[src/rtl/tank_pkg.sv]
// Shared types for the tank bullet engine.
// Direction encoding, slot record and per-direction step.
package tank_pkg;

  localparam int AGE_W     = 8;
  localparam int BNC_W     = 2;
  localparam int CRD_W     = 10;
  localparam int SCR_X_MAX = 639;
  localparam int SCR_Y_MAX = 479;

  typedef enum logic [2:0] {
    D_UP, D_UL, D_L, D_DL,
    D_DN, D_DR, D_R, D_UR
  } dir_t;

  typedef struct packed {
    logic             valid;
    dir_t             dir;
    logic [CRD_W-1:0] x;
    logic [CRD_W-1:0] y;
    logic [AGE_W-1:0] age;
    logic [BNC_W-1:0] bounce;
  } bullet_t;

  function automatic logic signed [10:0] dir_dx(dir_t d);
    logic signed [10:0] r;
    unique case (d)
      D_UL, D_L, D_DL: r = -11'sd1;
      D_DR, D_R, D_UR: r = 11'sd1;
      default:         r = 11'sd0;
    endcase
    return r;
  endfunction

  // y grows downward, so "up" is a negative step
  function automatic logic signed [10:0] dir_dy(dir_t d);
    logic signed [10:0] r;
    unique case (d)
      D_UP, D_UL, D_UR: r = -11'sd1;
      D_DL, D_DN, D_DR: r = 11'sd1;
      default:          r = 11'sd0;
    endcase
    return r;
  endfunction

endpackage

[src/rtl/bullet_step.sv]
// Next-frame state of one bullet slot:
// kill, age-out, move with edge reflection and bounce limit.
module bullet_step
  import tank_pkg::*;
#(
  parameter int LIFETIME   = 255,
  parameter int MAX_BOUNCE = 3,
  parameter int X_MAX      = SCR_X_MAX,
  parameter int Y_MAX      = SCR_Y_MAX,
  parameter int STEP       = 1,
  parameter int BSIZE      = 4
) (
  input  bullet_t i_cur,
  input  logic    i_kill,
  output bullet_t o_nxt
);

  localparam logic signed [10:0] LO   = 11'(BSIZE);
  localparam logic signed [10:0] HI_X = 11'(X_MAX - BSIZE);
  localparam logic signed [10:0] HI_Y = 11'(Y_MAX - BSIZE);
  localparam logic signed [10:0] STP  = 11'(STEP);
  localparam logic [AGE_W-1:0] AGE_END = AGE_W'(LIFETIME - 1);
  localparam logic [BNC_W-1:0] BNC_END = BNC_W'(MAX_BOUNCE);

  logic signed [10:0] w_nx;
  logic signed [10:0] w_ny;
  logic               w_rx;
  logic               w_ry;
  logic               w_hit;
  logic [2:0]         w_dir;

  assign w_nx  = $signed({1'b0, i_cur.x}) + dir_dx(i_cur.dir) * STP;
  assign w_ny  = $signed({1'b0, i_cur.y}) + dir_dy(i_cur.dir) * STP;
  assign w_rx  = (w_nx < LO) || (w_nx > HI_X);
  assign w_ry  = (w_ny < LO) || (w_ny > HI_Y);
  assign w_hit = w_rx | w_ry;

  // x mirror is -d mod 8, y mirror is 4-d mod 8
  always_comb begin
    w_dir = i_cur.dir;
    if (w_rx) w_dir = 3'd0 - w_dir;
    if (w_ry) w_dir = 3'd4 - w_dir;
  end

  always_comb begin
    o_nxt = '0;
    if (i_cur.valid && !i_kill &&
        (i_cur.age != AGE_END) &&
        !(w_hit && (i_cur.bounce == BNC_END))) begin
      o_nxt     = i_cur;
      o_nxt.dir = dir_t'(w_dir);
      o_nxt.age = i_cur.age + 1'b1;
      if (!w_rx) o_nxt.x = w_nx[9:0];
      if (!w_ry) o_nxt.y = w_ny[9:0];
      if (w_hit) o_nxt.bounce = i_cur.bounce + 1'b1;
    end
  end

endmodule

[src/rtl/bullet_pool.sv]
// Per-frame bullet pool: slot allocation on fire, cooldown,
// per-slot stepping and occupancy counts.
module bullet_pool
  import tank_pkg::*;
#(
  parameter int N_TANKS    = 2,
  parameter int SLOTS      = 8,
  parameter int COOLDOWN   = 16,
  parameter int LIFETIME   = 255,
  parameter int MAX_BOUNCE = 3,
  parameter int X_MAX      = 639,
  parameter int Y_MAX      = 479,
  parameter int STEP       = 1,
  parameter int BSIZE      = 4
) (
  input  logic                              frame_clk,
  input  logic                              Reset,
  input  logic [N_TANKS-1:0]                fire_req,
  input  logic [N_TANKS*10-1:0]             spawn_x,
  input  logic [N_TANKS*10-1:0]             spawn_y,
  input  logic [N_TANKS*3-1:0]              spawn_dir,
  input  logic [N_TANKS*SLOTS-1:0]          kill,
  output logic [N_TANKS*SLOTS-1:0]          bullet_valid,
  output logic [N_TANKS*SLOTS*10-1:0]       bullet_x,
  output logic [N_TANKS*SLOTS*10-1:0]       bullet_y,
  output logic [N_TANKS*SLOTS*3-1:0]        bullet_dir,
  output logic [N_TANKS-1:0]                fire_ack,
  output logic [N_TANKS-1:0]                fire_drop,
  output logic [N_TANKS*$clog2(SLOTS+1)-1:0] active_cnt
);

  localparam int NS  = N_TANKS * SLOTS;
  localparam int CW  = $clog2(SLOTS + 1);
  localparam int CDW = $clog2(COOLDOWN + 1);
  localparam logic [CDW-1:0] CD_LOAD = CDW'(COOLDOWN - 1);

  bullet_t            r_slot [NS];
  bullet_t            w_step [NS];
  bullet_t            w_nxt  [NS];
  logic [CDW-1:0]     r_cd   [N_TANKS];
  logic [CW-1:0]      r_cnt  [N_TANKS];
  logic [CW-1:0]      w_cnt  [N_TANKS];
  logic [N_TANKS-1:0] r_ack;
  logic [N_TANKS-1:0] r_drop;
  logic [N_TANKS-1:0] w_acc;
  logic [N_TANKS-1:0] w_drp;
  logic [N_TANKS-1:0] w_free;

  for (genvar k = 0; k < NS; k++) begin : g_slot
    bullet_step #(
      .LIFETIME  (LIFETIME),
      .MAX_BOUNCE(MAX_BOUNCE),
      .X_MAX     (X_MAX),
      .Y_MAX     (Y_MAX),
      .STEP      (STEP),
      .BSIZE     (BSIZE)
    ) u_step (
      .i_cur (r_slot[k]),
      .i_kill(kill[k]),
      .o_nxt (w_step[k])
    );
    assign bullet_valid[k]       = r_slot[k].valid;
    assign bullet_x[k*10 +: 10]  = r_slot[k].x;
    assign bullet_y[k*10 +: 10]  = r_slot[k].y;
    assign bullet_dir[k*3 +: 3]  = r_slot[k].dir;
  end

  for (genvar t = 0; t < N_TANKS; t++) begin : g_cnt
    assign active_cnt[t*CW +: CW] = r_cnt[t];
  end

  assign fire_ack  = r_ack;
  assign fire_drop = r_drop;

  // Free slot search uses pre-kill occupancy, so a killed slot
  // only becomes allocatable on the following frame.
  always_comb begin
    for (int k = 0; k < NS; k++) w_nxt[k] = w_step[k];
    w_free = '0;
    w_acc  = '0;
    w_drp  = '0;
    for (int t = 0; t < N_TANKS; t++) begin
      for (int s = 0; s < SLOTS; s++) begin
        if (!r_slot[t*SLOTS+s].valid && !w_free[t]) begin
          w_free[t] = 1'b1;
          if (fire_req[t] && (r_cd[t] == '0)) begin
            w_nxt[t*SLOTS+s]       = '0;
            w_nxt[t*SLOTS+s].valid = 1'b1;
            w_nxt[t*SLOTS+s].dir   = dir_t'(spawn_dir[t*3 +: 3]);
            w_nxt[t*SLOTS+s].x     = spawn_x[t*10 +: 10];
            w_nxt[t*SLOTS+s].y     = spawn_y[t*10 +: 10];
          end
        end
      end
      w_acc[t] = fire_req[t] && (r_cd[t] == '0) && w_free[t];
      w_drp[t] = fire_req[t] && (r_cd[t] == '0) && !w_free[t];
    end
  end

  always_comb begin
    for (int t = 0; t < N_TANKS; t++) begin
      w_cnt[t] = '0;
      for (int s = 0; s < SLOTS; s++)
        w_cnt[t] = w_cnt[t] + CW'(w_nxt[t*SLOTS+s].valid);
    end
  end

  always_ff @(posedge frame_clk or posedge Reset) begin
    if (Reset) begin
      for (int k = 0; k < NS; k++) r_slot[k] <= '0;
      for (int t = 0; t < N_TANKS; t++) begin
        r_cd[t]  <= '0;
        r_cnt[t] <= '0;
      end
      r_ack  <= '0;
      r_drop <= '0;
    end else begin
      for (int k = 0; k < NS; k++) r_slot[k] <= w_nxt[k];
      for (int t = 0; t < N_TANKS; t++) begin
        r_cnt[t] <= w_cnt[t];
        if (r_cd[t] != '0)
          r_cd[t] <= r_cd[t] - 1'b1;
        else if (w_acc[t])
          r_cd[t] <= CD_LOAD;
      end
      r_ack  <= w_acc;
      r_drop <= w_drp;
    end
  end

endmodule

[config.mk]
export PLATFORM = sky130hd
export DESIGN_NAME = bullet_pool
export DESIGN_NICKNAME = d
export VERILOG_FILES = /design/src/rtl/tank_pkg.sv /design/src/rtl/bullet_step.sv /design/src/rtl/bullet_pool.sv
export SDC_FILE = /design/constraint.sdc
export NUM_CORES = 2
export LEC_CHECK = 0
export ABC_AREA = 1
export ABC_CLOCK_PERIOD_IN_PS = 26300
export CAP_MARGIN = 20
export CORE_MARGIN = 3
export CORE_UTILIZATION = 60
export CTS_CLUSTER_SIZE = 24
export DETAILED_ROUTE_END_ITERATION = 8
export PLACE_DENSITY = 0.93
export RECOVER_POWER = 50
export SLEW_MARGIN = 20
export SYNTH_ARGS = -nofsm -noshare
export SYNTH_HDL_FRONTEND = slang
export SYNTH_SLANG_ARGS = --single-unit
[constraint.sdc]
create_clock -name frame_clk -period 26.3 [get_ports frame_clk]
set_input_delay 3.945 -clock frame_clk [delete_from_list [all_inputs] [get_ports frame_clk]]
set_output_delay 3.945 -clock frame_clk [all_outputs]
set_load 0.02 [all_outputs]
==> reports/metrics.yaml <==
max_freq_ghz: 0.0894
ys_seq_area_share_pct: 26.3
ys_ff_latch: 566
setup_tns_ps: 0
setup_slack_ps: 15110
antenna_found_initial: 7
drt-wirelength-per-cell_um: 17.5
die_area_sq_um: 93500
final_nets: 9016
post-route-min-period_ps: 11190
synth_cell_types: 53
place_area_sq_um: 56800
tightestPinTransition_ps: 4780
dpl.hpwl_um: 129000
first_pass_iters: 7
crit_start: "Reset"
via_per_inst: 5.61
postCtsSetupBuffers: 0
ir_worst_vdd_mv: 0.0536
cap_viol_max_count: 15
yosysWarnings: 0
top_level_ports: 462
initial_core_util_pct: 60.7
coreArea_sq_um: 88800
slew_violations: 310
postSynthCellCount: 8361
cts_tree: "built"
multiInputGateArea_sq_um: 31900
synthToLayoutAreaGrowth_pct: 8.68
drive_gt1_share_pct: 3.36
cts_max_path_buffers: 3
clk_pin_slew_ps: 60
crit_type: "input port to asynchronous set/reset pin"
hold_path.class: "flop to flop"
hold_viol: 0
place.gp.congestion: 1.00
synth_edf_count: 0
seqCellArea_sq_um: 14200
worst_setup_path_start_kind: "input port"
syn_avg_cell_area_sq_um: 6.45
final_cells: 9631
drtAntennaViolNets: 0
syn_nets: 8960
routed_wl_um: 169000
synth_area_sq_um: 53900
grt_pass1_wl_um: 263000
drtIter0Drc: 5397
grt_usage_pct: 34.9
fin_crit_sh_pct: 42.6
die_w_um: 306
first_global_vias: 50110
cts_buffers: 59
violations: "capacitance limit, slew limit"
dp.cells: 9521
cts_resized: 0
design_area_sq_um: 58600
fill_cells: 7619
utilization_pct: 66.0
worstReg2RegStart: "bullet_dir[22]$_DFF_PP0_"
grt_overflow: 0
max_slew_margin_pct: -221
num_vias: 54073
min_from: "r_slot[206]$_DFF_PP0_"
grt_max_degree: 177
ff2ff_setup_slack_ps: 18930
htreeDepth: 2
path_max_fanout: 107
setup_violations: 0
rsz0062_at_grt: "false"
io_buffers: 461
dpl_worst_slack_ps: 18220
chipHeight_um: 306
cts.sinks: 566
status: "finished, violations left"
num_rows: 109
synthFlopType: "dfrtp_1"
cts_root_buf: "clkbuf_16"
clk_latency_ps: 650
drc: 0
arrival_ps: 11820
hold_buffers: 0
whs_ps: 487
synth-async-reset-ratio_pct: 100
worst_clock_skew_ps: 21.4
end_kind: "asynchronous set/reset pin"
fin_total_pwr_mw: 2.41
cellLeakagePower_nw: 32.8
crit_required_ps: 26930
p_per_area_nw_per_um2: 41.2
[where the power goes]
| group | switching [mW] | internal (mW) | total, mW | leakage [nW] |
|---|---|---|---|---|
| sequential | 0.0303 | 0.894 | 0.924 | 7.89 |
| combinational | 0.423 | 0.187 | 0.610 | 24.0 |
| clock | 0.375 | 0.506 | 0.881 | 0.968 |
| total | 0.828 | 1.59 | 2.41 | 32.8 |
[metal layers]
layer,vias up,global-route usage (%),share of wire (%)
li1,26080,-,-
met1,24850,45.2,40
met2,2498,53.0,42
met3,635,8.25,10
met4,10,21.1,7.1
met5,-,0,0.043
[cell usage after synthesis (55+ instances only)]
cell type  count  area, sq um
nand2_1     3225        12100
o21ai_0      342         1710
dfrtp_1      566        14200
nand4_1      133          832
inv_1       1095         4110
nand3_1      641         3210
buf_4        390         2930
a21oi_1      176          881
clkbuf_1      55          206
nor2_1       582         2180
xor2_1        74          648
ha_1         493         6170
nand2_2       65          407
[state kept, by name (all words and copies together) (netlist names)]
| signal | count |
|---|---|
| active_cnt | 8 |
| bullet_x | 160 |
| fire_ack | 2 |
| bullet_dir | 48 |
| bullet_valid | 16 |
| bullet_y | 160 |
| r_cd | 10 |
| r_slot | 160 |
| fire_drop | 2 |
[worst paths after layout]
kind / end / depth (start not counted)
max: bullet_x[126]$_DFF_PP0_ / 5
min: r_slot[206]$_DFF_PP0_ / 1
max reg2reg: active_cnt[2]$_DFF_PP0_ / 27
min reg2reg: r_slot[206]$_DFF_PP0_ / 1
max in group frame_clk: active_cnt[2]$_DFF_PP0_ / 13
min in group asynchronous: bullet_x[6]$_DFF_PP0_ / 2
[area by class of cell]
class	instances	share of cell area [%]
well taps	1165	2.49
inverters	1121	7.20
clock inverters	24	0.527
diodes	4	0.0171
multi-input cells	6173	54.5
repair buffers	496	8.27
clock buffers	82	2.88
flip-flops and latches	566	24.2
[logic make-up (layout without fill, tap and decap cells)]
group	count (synthesis)	after routing	synth area share [%]
adders and majority gates	533	533	12.9
AOI/OAI and AO/OA	683	683	6.97
other	0	4	0
xor gates and xnor gates	122	122	1.98
buffers and inverters	1622	1723	14.4
and+or+nand+nor	4835	4835	37.4
DFF	566	566	26.3
[placed cells by master, fill, tap and decap left out, types with 6 or more instances in the layout]
cell type,netlist,routed
xnor2_1,48,48
or3_1,7,7
fa_1,40,40
nand3_2,15,15
nor3_1,46,47
nand3b_1,30,30
clkbuf_1,55,25
ha_1,493,493
inv_1,1095,1094
nor2_1,582,583
o21ai_0,342,368
buf_4,390,22
nand4_1,133,133
nor3b_1,21,22
nand3_1,641,641
o21bai_1,30,30
nand2_1,3225,3235
clkbuf_8,0,8
clkbuf_16,0,61
xor2_1,74,74
dfrtp_1,566,566
nand2_4,9,7
o21ai_2,11,7
nor2_2,19,18
or2_1,9,9
a21oi_1,176,179
nand2_2,65,57
o22ai_1,54,54
nor2_4,12,12
bufinv_16,0,6
inv_2,21,21
dlygate4sd3_1,0,37
a31oi_1,13,11
clkdlybuf4s50_1,0,424
clkinv_2,1,10
[worst max-delay path: stages]
cell and delay (ps):
dlygate4sd3_1 570, clkinvlp_2 2670, clkbuf_1 2590, buf_4 1000, buf_4 880
Power figures use the tool's default switching activity.
